===== config.mk =====
export PLATFORM = sky130hd
export DESIGN_NAME = dcache_lsu
export DESIGN_NICKNAME = d
export VERILOG_FILES = /design/src/rtl/dcache_lsu_pkg.sv /design/src/rtl/dcache_lsu_align.sv /design/src/rtl/dcache_lsu.sv
export SDC_FILE = /design/constraint.sdc
export NUM_CORES = 1
export LEC_CHECK = 0
export ABC_AREA = 1
export BUFFER_PORTS_ARGS = -buffer_cell sky130_fd_sc_hd__buf_4
export CAP_MARGIN = 0
export CORE_ASPECT_RATIO = 0.7
export CORE_MARGIN = 2
export CORE_UTILIZATION = 40
export CTS_BUF_LIST = sky130_fd_sc_hd__clkbuf_8
export DETAILED_ROUTE_END_ITERATION = 16
export GPL_ROUTABILITY_DRIVEN = 0
export HOLD_SLACK_MARGIN = 0.02
export PLACE_DENSITY_LB_ADDON = 0.2
export SLEW_MARGIN = 20
export SYNTH_ARGS = -nofsm -noshare
export SYNTH_HDL_FRONTEND = slang
export SYNTH_SLANG_ARGS = --single-unit
export TNS_END_PERCENT = 1

===== constraint.sdc =====
create_clock -name clk -period 3.8 [get_ports clk]
set_input_delay 0 -clock clk [delete_from_list [all_inputs] [get_ports clk]]
set_output_delay 0 -clock clk [all_outputs]
set_load 0.02 [all_outputs]

===== src/rtl/dcache_lsu_pkg.sv =====
// Shared definitions for the dcache load/store unit: funct3 codes, word lengths,
// error codes, FSM states and the latched request control word.
package dcache_lsu_pkg;

  localparam int unsigned LANE_BITS = 32;

  localparam logic [2:0] F3_B  = 3'b000;
  localparam logic [2:0] F3_H  = 3'b001;
  localparam logic [2:0] F3_W  = 3'b010;
  localparam logic [2:0] F3_BU = 3'b100;
  localparam logic [2:0] F3_HU = 3'b101;

  typedef enum logic [1:0] {
    WL_BYTE = 2'd0,
    WL_HALF = 2'd1,
    WL_WORD = 2'd2
  } wordlen_e;

  typedef enum logic [1:0] {
    ERR_NONE      = 2'b00,
    ERR_MISALIGN  = 2'b01,
    ERR_CONFLICT  = 2'b10,
    ERR_TIMEOUT   = 2'b11
  } errcode_e;

  typedef enum logic [1:0] {
    ST_IDLE   = 2'd0,
    ST_ACCESS = 2'd1,
    ST_DONE   = 2'd2
  } state_e;

  typedef struct packed {
    logic       is_load;
    logic [2:0] funct3;
  } lsu_ctl_t;

endpackage


===== src/rtl/dcache_lsu_align.sv =====
// Combinational lane logic: request alignment check, store byte/half replication,
// and load extraction with sign/zero extension.
module dcache_lsu_align
  import dcache_lsu_pkg::*;
#(
  parameter int unsigned DATABITS = 32
) (
  input  logic [1:0]          req_addr_lo,
  input  logic [2:0]          req_funct3,
  input  logic [DATABITS-1:0] req_wdata,
  input  logic [1:0]          rsp_addr_lo,
  input  logic [2:0]          rsp_funct3,
  input  logic [DATABITS-1:0] rsp_raw,
  output logic                misaligned_c,
  output logic [DATABITS-1:0] store_data_c,
  output logic [DATABITS-1:0] load_data_c
);

  logic [LANE_BITS-1:0] wd32;
  logic [LANE_BITS-1:0] raw32;
  logic [LANE_BITS-1:0] byte_sh;
  logic [LANE_BITS-1:0] half_sh;
  logic [LANE_BITS-1:0] st32;
  logic [LANE_BITS-1:0] ld32;

  always_comb begin
    wd32    = req_wdata[LANE_BITS-1:0];
    raw32   = rsp_raw[LANE_BITS-1:0];
    byte_sh = raw32 >> {rsp_addr_lo, 3'b000};
    half_sh = raw32 >> {rsp_addr_lo[1], 4'b0000};

    // Reserved funct3 encodings fall into the misaligned bucket.
    case (req_funct3)
      F3_B, F3_BU: misaligned_c = 1'b0;
      F3_H, F3_HU: misaligned_c = req_addr_lo[0];
      F3_W:        misaligned_c = |req_addr_lo;
      default:     misaligned_c = 1'b1;
    endcase

    case (req_funct3[1:0])
      WL_BYTE: st32 = {4{wd32[7:0]}};
      WL_HALF: st32 = {2{wd32[15:0]}};
      default: st32 = wd32;
    endcase

    case (rsp_funct3)
      F3_B:    ld32 = {{24{byte_sh[7]}}, byte_sh[7:0]};
      F3_BU:   ld32 = {24'd0, byte_sh[7:0]};
      F3_H:    ld32 = {{16{half_sh[15]}}, half_sh[15:0]};
      F3_HU:   ld32 = {16'd0, half_sh[15:0]};
      default: ld32 = raw32;
    endcase

    store_data_c = DATABITS'(st32);
    load_data_c  = DATABITS'(ld32);
  end

endmodule


===== src/rtl/dcache_lsu.sv =====
// Load/store unit in front of the dcache: one transaction in flight, request held
// until hit, watchdog-guarded, with misalignment/conflict/timeout error reporting.
module dcache_lsu
  import dcache_lsu_pkg::*;
#(
  parameter int unsigned DATABITS    = 32,
  parameter int unsigned ADDRBITS    = 32,
  parameter int unsigned TIMEOUTBITS = 12
) (
  input  logic                clk,
  input  logic                reset_n,
  input  logic [ADDRBITS-1:0] lsu_addr,
  input  logic [DATABITS-1:0] lsu_wdata,
  input  logic [2:0]          lsu_funct3,
  input  logic                lsu_rdreq,
  input  logic                lsu_wrreq,
  output logic [DATABITS-1:0] lsu_rdata,
  output logic                lsu_done,
  output logic                lsu_error,
  output logic [1:0]          lsu_errcode,
  output logic                lsu_busy,
  output logic [ADDRBITS-1:0] dcache_addr,
  output logic [DATABITS-1:0] dcache_in,
  input  logic [DATABITS-1:0] dcache_out,
  input  logic                dcache_valid,
  input  logic                dcache_busy,
  output logic                dcache_rdreq,
  output logic                dcache_wrreq,
  output logic [1:0]          dcache_wordlen
);

  state_e                 state_q, state_d;
  lsu_ctl_t               ctl_q, ctl_d;
  logic [ADDRBITS-1:0]    addr_q, addr_d;
  logic [DATABITS-1:0]    din_q, din_d;
  logic [1:0]             wordlen_q, wordlen_d;
  logic [TIMEOUTBITS-1:0] wdog_q, wdog_d, wdog_inc;
  logic [1:0]             errcode_q, errcode_d;
  logic [DATABITS-1:0]    rdata_q, rdata_d;
  logic                   rdreq_q, rdreq_d;
  logic                   wrreq_q, wrreq_d;
  logic                   done_q, done_d;
  logic                   error_q, error_d;
  logic                   busy_q, busy_d;

  logic                   misaligned;
  logic [DATABITS-1:0]    store_data;
  logic [DATABITS-1:0]    load_data;

  dcache_lsu_align #(.DATABITS(DATABITS)) u_align (
    .req_addr_lo  (lsu_addr[1:0]),
    .req_funct3   (lsu_funct3),
    .req_wdata    (lsu_wdata),
    .rsp_addr_lo  (addr_q[1:0]),
    .rsp_funct3   (ctl_q.funct3),
    .rsp_raw      (dcache_out),
    .misaligned_c (misaligned),
    .store_data_c (store_data),
    .load_data_c  (load_data)
  );

  always_comb begin
    state_d   = state_q;
    ctl_d     = ctl_q;
    addr_d    = addr_q;
    din_d     = din_q;
    wordlen_d = wordlen_q;
    wdog_d    = wdog_q;
    errcode_d = errcode_q;
    rdata_d   = '0;
    rdreq_d   = 1'b0;
    wrreq_d   = 1'b0;
    done_d    = 1'b0;
    error_d   = 1'b0;
    wdog_inc  = wdog_q + TIMEOUTBITS'(1);

    case (state_q)
      ST_IDLE: begin
        if (lsu_rdreq && lsu_wrreq) begin
          state_d   = ST_DONE;
          errcode_d = ERR_CONFLICT;
          done_d    = 1'b1;
          error_d   = 1'b1;
        end else if (lsu_rdreq || lsu_wrreq) begin
          ctl_d.is_load = lsu_rdreq;
          ctl_d.funct3  = lsu_funct3;
          addr_d        = lsu_addr;
          din_d         = store_data;
          wordlen_d     = lsu_funct3[1:0];
          if (misaligned) begin
            state_d   = ST_DONE;
            errcode_d = ERR_MISALIGN;
            done_d    = 1'b1;
            error_d   = 1'b1;
          end else begin
            state_d = ST_ACCESS;
            rdreq_d = lsu_rdreq;
            wrreq_d = lsu_wrreq;
          end
        end
      end
      ST_ACCESS: begin
        // A hit wins over a watchdog expiry landing in the same cycle.
        if (dcache_valid && !dcache_busy) begin
          state_d   = ST_DONE;
          errcode_d = ERR_NONE;
          done_d    = 1'b1;
          rdata_d   = ctl_q.is_load ? load_data : '0;
        end else if (wdog_inc == {TIMEOUTBITS{1'b1}}) begin
          state_d   = ST_DONE;
          errcode_d = ERR_TIMEOUT;
          done_d    = 1'b1;
          error_d   = 1'b1;
        end else begin
          wdog_d  = wdog_inc;
          rdreq_d = rdreq_q;
          wrreq_d = wrreq_q;
        end
      end
      ST_DONE: begin
        wdog_d  = '0;
        state_d = ST_IDLE;
      end
      default: state_d = ST_IDLE;
    endcase

    busy_d = (state_d != ST_IDLE);
  end

  always_ff @(posedge clk or negedge reset_n) begin
    if (!reset_n) begin
      state_q   <= ST_IDLE;
      ctl_q     <= '0;
      addr_q    <= '0;
      din_q     <= '0;
      wordlen_q <= '0;
      wdog_q    <= '0;
      errcode_q <= '0;
      rdata_q   <= '0;
      rdreq_q   <= 1'b0;
      wrreq_q   <= 1'b0;
      done_q    <= 1'b0;
      error_q   <= 1'b0;
      busy_q    <= 1'b0;
    end else begin
      state_q   <= state_d;
      ctl_q     <= ctl_d;
      addr_q    <= addr_d;
      din_q     <= din_d;
      wordlen_q <= wordlen_d;
      wdog_q    <= wdog_d;
      errcode_q <= errcode_d;
      rdata_q   <= rdata_d;
      rdreq_q   <= rdreq_d;
      wrreq_q   <= wrreq_d;
      done_q    <= done_d;
      error_q   <= error_d;
      busy_q    <= busy_d;
    end
  end

  assign lsu_rdata      = rdata_q;
  assign lsu_done       = done_q;
  assign lsu_error      = error_q;
  assign lsu_errcode    = errcode_q;
  assign lsu_busy       = busy_q;
  assign dcache_addr    = addr_q;
  assign dcache_in      = din_q;
  assign dcache_rdreq   = rdreq_q;
  assign dcache_wrreq   = wrreq_q;
  assign dcache_wordlen = wordlen_q;

endmodule


* After elaboration in Yosys (flattened, before gate mapping) *
Cells that the tools add are included.

storage, ports and cells
  word-level logic and storage cells = 90
  output and inout bits = 105
  input port bits = 105
  bits in registers = 123

operators by class
  shifts and indexed selects = 2
  add/sub/neg operators = 1
  mux-type cells = 39
  bitwise operators = 1
  reductions and logical operators = 17
  equal/unequal tests = 16

operators with widths
  cell                                            number
  one-hot mux 32 bit (4 select lines)             1
  two-way mux 32 bit                              3
  one-hot mux 32 bit (2 select lines)             1
  >> shifter 32 x 5 -> 16 bit                     1
  >> shifter 32 x 5 -> 8 bit                      1
  two-way mux 12 bit                              2
  one-hot mux 12 bit (2 select lines)             1
  two-way mux 2 bit                               10
  two-way mux 1 bit                               14
  adder 12 x 1 -> 12 bit (second input constant)  1
  == test 12 bit (second input constant)          1
  == test 3 bit (second input constant)           4
  != test 3 bit (second input constant)           3
  one-hot mux 1 bit (2 select lines)              4
  one-hot mux 2 bit (2 select lines)              2
  == test 3 x 1 -> 1 bit (second input constant)  2
  zero test 3 bit                                 2
  AND reduction 3 bit                             2
  nonzero test 2 bit                              3
  OR reduction 2 bit                              3
  == test 2 x 1 -> 1 bit (second input constant)  2
  zero test 2 bit                                 2
  != test 2 bit (second input constant)           2
  AND reduction 4 bit                             1
  other kinds (7)                                 8

* Depth between registers and ports, before layout *
  depth in word-level cells = 8
  mapped depth = 14
  gate-level depth less buffers = 14

* By module *
From an unflattened synthesis, not the netlist that was laid out.

second synthesis, totals
  cell total of the unflattened synthesis = 712
  area, all modules = 6218.5 µm²

modules (own cells, without submodules)
  module            area each (µm²)  times used  cells each
  dcache_lsu        5008.6           1           447
  dcache_lsu_align  1209.9           1           265

* Worst setup path before layout *
Ideal clock, no wire load.

  path kind = reg2reg
  start point = register addr_q[0], in the netlist dcache_addr[0]
  end point = register rdata_q[21], in the netlist lsu_rdata[21]
  path buffers = 2
  cell stages (with the launch flop) = 12
  slack = 2058 ps
  data required time = 3680 ps
  data arrival time = 1622 ps
  period minus slack after synthesis = 1742 ps
  library setup time = 120 ps
  cells stage by stage = dfrtp_1 > clkbuf_1 > a21oi_1 > o21ai_0 > a21oi_1 > nand2_1 > nand2_1 > o21ai_1 > inv_1 > nand2_1 > buf_2 > nor2_1

between the ends
  word-level cells in the longest chain between the ends = 5

RTL lines
  what                                 line                    RTL
  start: declaration                   dcache_lsu.sv:34        logic [ADDRBITS-1:0] addr_q, addr_d;
  start signal: assignment             dcache_lsu.sv:148       addr_q <= addr_d;
  >> shifter 32 x 5 -> 8 bit           dcache_lsu_align.sv:29  byte_sh = raw32 >> {rsp_addr_lo, 3'b000};
  one-hot mux 32 bit (4 select lines)  dcache_lsu_align.sv:46  case (rsp_funct3)
  two-way mux 32 bit                   dcache_lsu.sv:108       rdata_d = ctl_q.is_load ? load_data : '0;
  two-way mux 32 bit                   dcache_lsu.sv:104       if (dcache_valid && !dcache_busy) begin
  two-way mux 32 bit                   dcache_lsu.sv:77        case (state_q)
  via rdata_d[21]                      dcache_lsu.sv:39        logic [DATABITS-1:0] rdata_q, rdata_d;
  end signal: assignment               dcache_lsu.sv:153       rdata_q <= rdata_d;
  end: declaration                     dcache_lsu.sv:39

The timed path passes the listed nets, and every way through them passes these cells.
A chain may end at the register's enable or synchronous reset.

* Final worst setup path *
  start point = register state_q[0]
  end point = register din_q[23], in the netlist dcache_in[23]

between the ends
  word-level cells in the longest chain between the ends = 2

RTL lines
  what                                  line               RTL
  start: declaration                    dcache_lsu.sv:32   state_e state_q, state_d;
  start signal: assignment              dcache_lsu.sv:146  state_q <= state_d;
  zero test 2 bit                       dcache_lsu.sv:77
  AND reduction 3 bit (no source line)  -
  end signal: assignment                dcache_lsu.sv:149  din_q <= din_d;
  end: declaration                      dcache_lsu.sv:35   logic [DATABITS-1:0] din_q, din_d;

Every way passes these cells.

==> results.md <==
- Layout Nets: around 1,200
- Die area: about 0.015 mm²
- # port buffers: approximately 210
- Largest net degree at the start of global routing: 86
- Clock skew: about 13 ps
- Syn. warnings: 0
- WS Path Type: reg -> reg
- Netlist cell types: 31
- Initial antenna violation count: 0
- # hold bufs at CTS: between 100 and 150
- Max Freq: around 0.36 GHz
- Via count: slightly above 6,000
- Overflow left after global routing: 0
- I/O pin count: 210
- Total CTS buffers: 17
- Top cell by count, worst path: nand2_1
- Leakage: around 5 nW
- Crit path cell chain: inv_1 -> ha_1 -> nand2_2 -> buf_4 -> nor2_1 -> clkinv_1 -> nand2_1 -> o21ai_0 -> dlygate4sd3_1 -> nand2_1
- Clock tree buffer depth: 2
- Tcrit/Tclk final: 0.722
- Vias in the first global route: roughly 6,000
- CTS tree: built
- Final hold vios: 0
- Final Setup Violations: 0
- Syn avg cell area: 7.90 µm²
- Critical path startpoint category: flip-flop
- Ys async rst share: 1.00
- Share of layout cells above drive strength 1: 0.255
- Clk_lat worst skew: around 430 ps
- Post-route ant nets: 0
- Max FO, Critical Path: 85
- First-pass GRT wire length: 29.9 mm
- Worst path slowest cell: buf_4
- Drt drc: 0
- Clk slew on worst S/H paths: about 80 ps
- Core Box Area: around 0.014 mm²
- CP arrival: between 3000 and 4000 ps
- Die X: approximately 150 µm
- CTS resizes: 0
- GRT busiest layer: met2
- Mapped Cells: 734
- CP Capture Type: flip-flop
- Initial Util: 0.413
- Post-synth top flop: dfrtp_1
- WL/cell: 14.5 µm
- Slew Limit Fails: 0
- RSZ-0062 raised after global routing: false
- Met2 usage: 0.355
- Met3 Use GR: 0.0681
- Post-Route WL: 18.2 mm
- Max Cap Viol: 0
- Vias per cell: slightly below 5
- Crit-path max cell delay: around 600 ps
- Tightest Hold Check Type: in -> reg
- Met1 GRT Util: 0.341
- DPL Wire Length: around 12 mm
- Clk sinks: about 120
- Pwr Density: between 600 and 700 mW/mm²
- Period minus WS final: 2740 ps
- Initial DRT Pass Iterations: 5
- Rel. slew slack: 0.429
- CTS Root Buffer Type: clkbuf_8
- Iter 0 DRT Violations: 331
- VDD IR max: around 0.42 mV
- N_diodes: 0
- Final core occ: 0.650
- Layout area overhead: 57.5%
- Run status: complete, no violations
- H-tree levels: 4
- Post-synthesis cell area: just under 0.006 mm²
- Post-CTS setup buffer count: 0
- Synthesized Nets: 847
- # rows: 36
- Die height: ~100 µm
- Worst Path Required: 4120 ps
- Setup TNS: 0 ps
- Global Route Usage Sum: 0.242
- Sequential area share after synthesis: 0.522
- Yosys reg bits: ~120
- Worst hold slack: roughly 57 ps
- Slew @ Worst Pin: around 860 ps
- EDFF count, synth: 0
flip-flops by register name (all words and copies together) (netlist names):
| signal | cells |
|---|---|
| dcache_addr | 32 |
| dcache_in | 32 |
| dcache_wrreq | 1 |
| lsu_rdata | 32 |
| lsu_done | 1 |
| wdog_q | 12 |
| lsu_errcode | 2 |
| dcache_rdreq | 1 |
| lsu_busy | 1 |
| state_q | 2 |
| lsu_error | 1 |
| ctl_q | 4 |
cells in the mapped netlist (3+ instances only):
master / count / area share
nor2_1: 69 / 0.045
nand3_1: 26 / 0.022
nand3b_1: 3 / 0.0039
nand4_1: 14 / 0.015
dfrtp_1: 121 / 0.52
nor2_2: 3 / 0.0032
o21ai_0: 38 / 0.033
clkbuf_1: 27 / 0.017
o221a_2: 7 / 0.014
inv_1: 44 / 0.028
nand2_2: 9 / 0.0097
a21oi_1: 37 / 0.032
o211ai_1: 9 / 0.012
ha_1: 8 / 0.017
clkinv_1: 4 / 0.0026
nand2_1: 294 / 0.19
cells in the final DEF, fill, tap and decap left out:
| cell | Yosys | routed |
|---|---|---|
| o21ai_1 | 2 | 2 |
| buf_4 | 2 | 214 |
| nor4_1 | 1 | 1 |
| clkinv_4 | 0 | 4 |
| nand4_1 | 14 | 14 |
| nor3_4 | 1 | 1 |
| clkbuf_8 | 0 | 17 |
| nor2_1 | 69 | 69 |
| nand3b_1 | 3 | 3 |
| nor2_4 | 2 | 2 |
| nand2_2 | 9 | 10 |
| clkinv_1 | 4 | 4 |
| clkinvlp_4 | 0 | 3 |
| o221a_2 | 7 | 7 |
| o21ai_0 | 38 | 38 |
| nor2_2 | 3 | 3 |
| nand2_1 | 294 | 293 |
| nand3_4 | 2 | 2 |
| bufinv_16 | 0 | 4 |
| a21oi_1 | 37 | 37 |
| nor3_1 | 1 | 1 |
| nand3_2 | 2 | 2 |
| a2111oi_0 | 1 | 1 |
| a211oi_1 | 1 | 1 |
| o211ai_1 | 9 | 9 |
| ha_1 | 8 | 8 |
| inv_1 | 44 | 45 |
| inv_6 | 0 | 2 |
| dfrtp_1 | 121 | 121 |
| nand3_1 | 26 | 26 |
| inv_2 | 1 | 1 |
| dlygate4sd3_1 | 0 | 121 |
routing by layer:
metal  share of wire  vias to the layer above
met4           0.024                        0
met3           0.072                       37
met1            0.47                     2801
met2            0.44                      220
li1                -                     2981
met5               0                        -
path summary, 6_finish.rpt:
| check | from | end | slack, ps | cells after the start |
|---|---|---|---|---|
| min reg2reg | lsu_errcode[1]$_DFFE_PN0P_ | lsu_errcode[1]$_DFFE_PN0P_ | 480 | 2 |
| max | state_q[0]$_DFF_PN0_ | dcache_in[23]$_DFFE_PN0P_ | 1060 | 10 |
| max reg2reg | state_q[0]$_DFF_PN0_ | dcache_in[23]$_DFFE_PN0P_ | 1060 | 10 |
| max in group asynchronous | reset_n | lsu_error$_DFF_PN0_ | 2640 | 3 |
| min | lsu_funct3[1] | dcache_in[12]$_DFFE_PN0P_ | 60 | 3 |
| min in group asynchronous | reset_n | dcache_addr[24]$_DFFE_PN0P_ | 190 | 2 |
cell type report:
type / count / area, µm²
sequential: 121 / 3030
clock inverter: 14 / 199
clock buffer: 17 / 234
fill: 1187 / 4920
multi-input combinational: 530 / 2430
timing repair buffer: 335 / 2820
tap: 190 / 238
inverter: 49 / 184
stage by stage:
stage               total power [mW]  instance area, µm²  setup WS [ps]  std cells
finish                          5.88                9130           1060       1256
global route                    6.29                9130            845       1256
CTS                             5.90                9130           1080       1256
detailed placement              4.49                7490           1570       1104
global placement                4.48                7490           1690       1104
floorplan                       3.48                5800           2060        734
logic make-up after synthesis:
kind of cell / after synthesis / share of synthesized area
adders and majority gates: 8 / 0.0173
and+or+nand+nor: 427 / 0.307
DFF: 121 / 0.522
buffers and inverters: 83 / 0.0589
AOI/OAI and AO/OA: 95 / 0.0945
critical path: cells and delay by family (launching register included):
family / cells / cell delay [ps]
buf+inv: 4 / 1460
compound gates: 1 / 80
fa+ha+maj: 1 / 300
simple gates: 4 / 320
flops: 1 / 400
where the power goes:
group / switching, mW / internal [mW] / total, mW
Clock: 0.550 / 0.716 / 1.27
Combinational: 1.58 / 1.02 / 2.59
Sequential: 0.325 / 1.70 / 2.03
(Power assumes the default switching activity.)
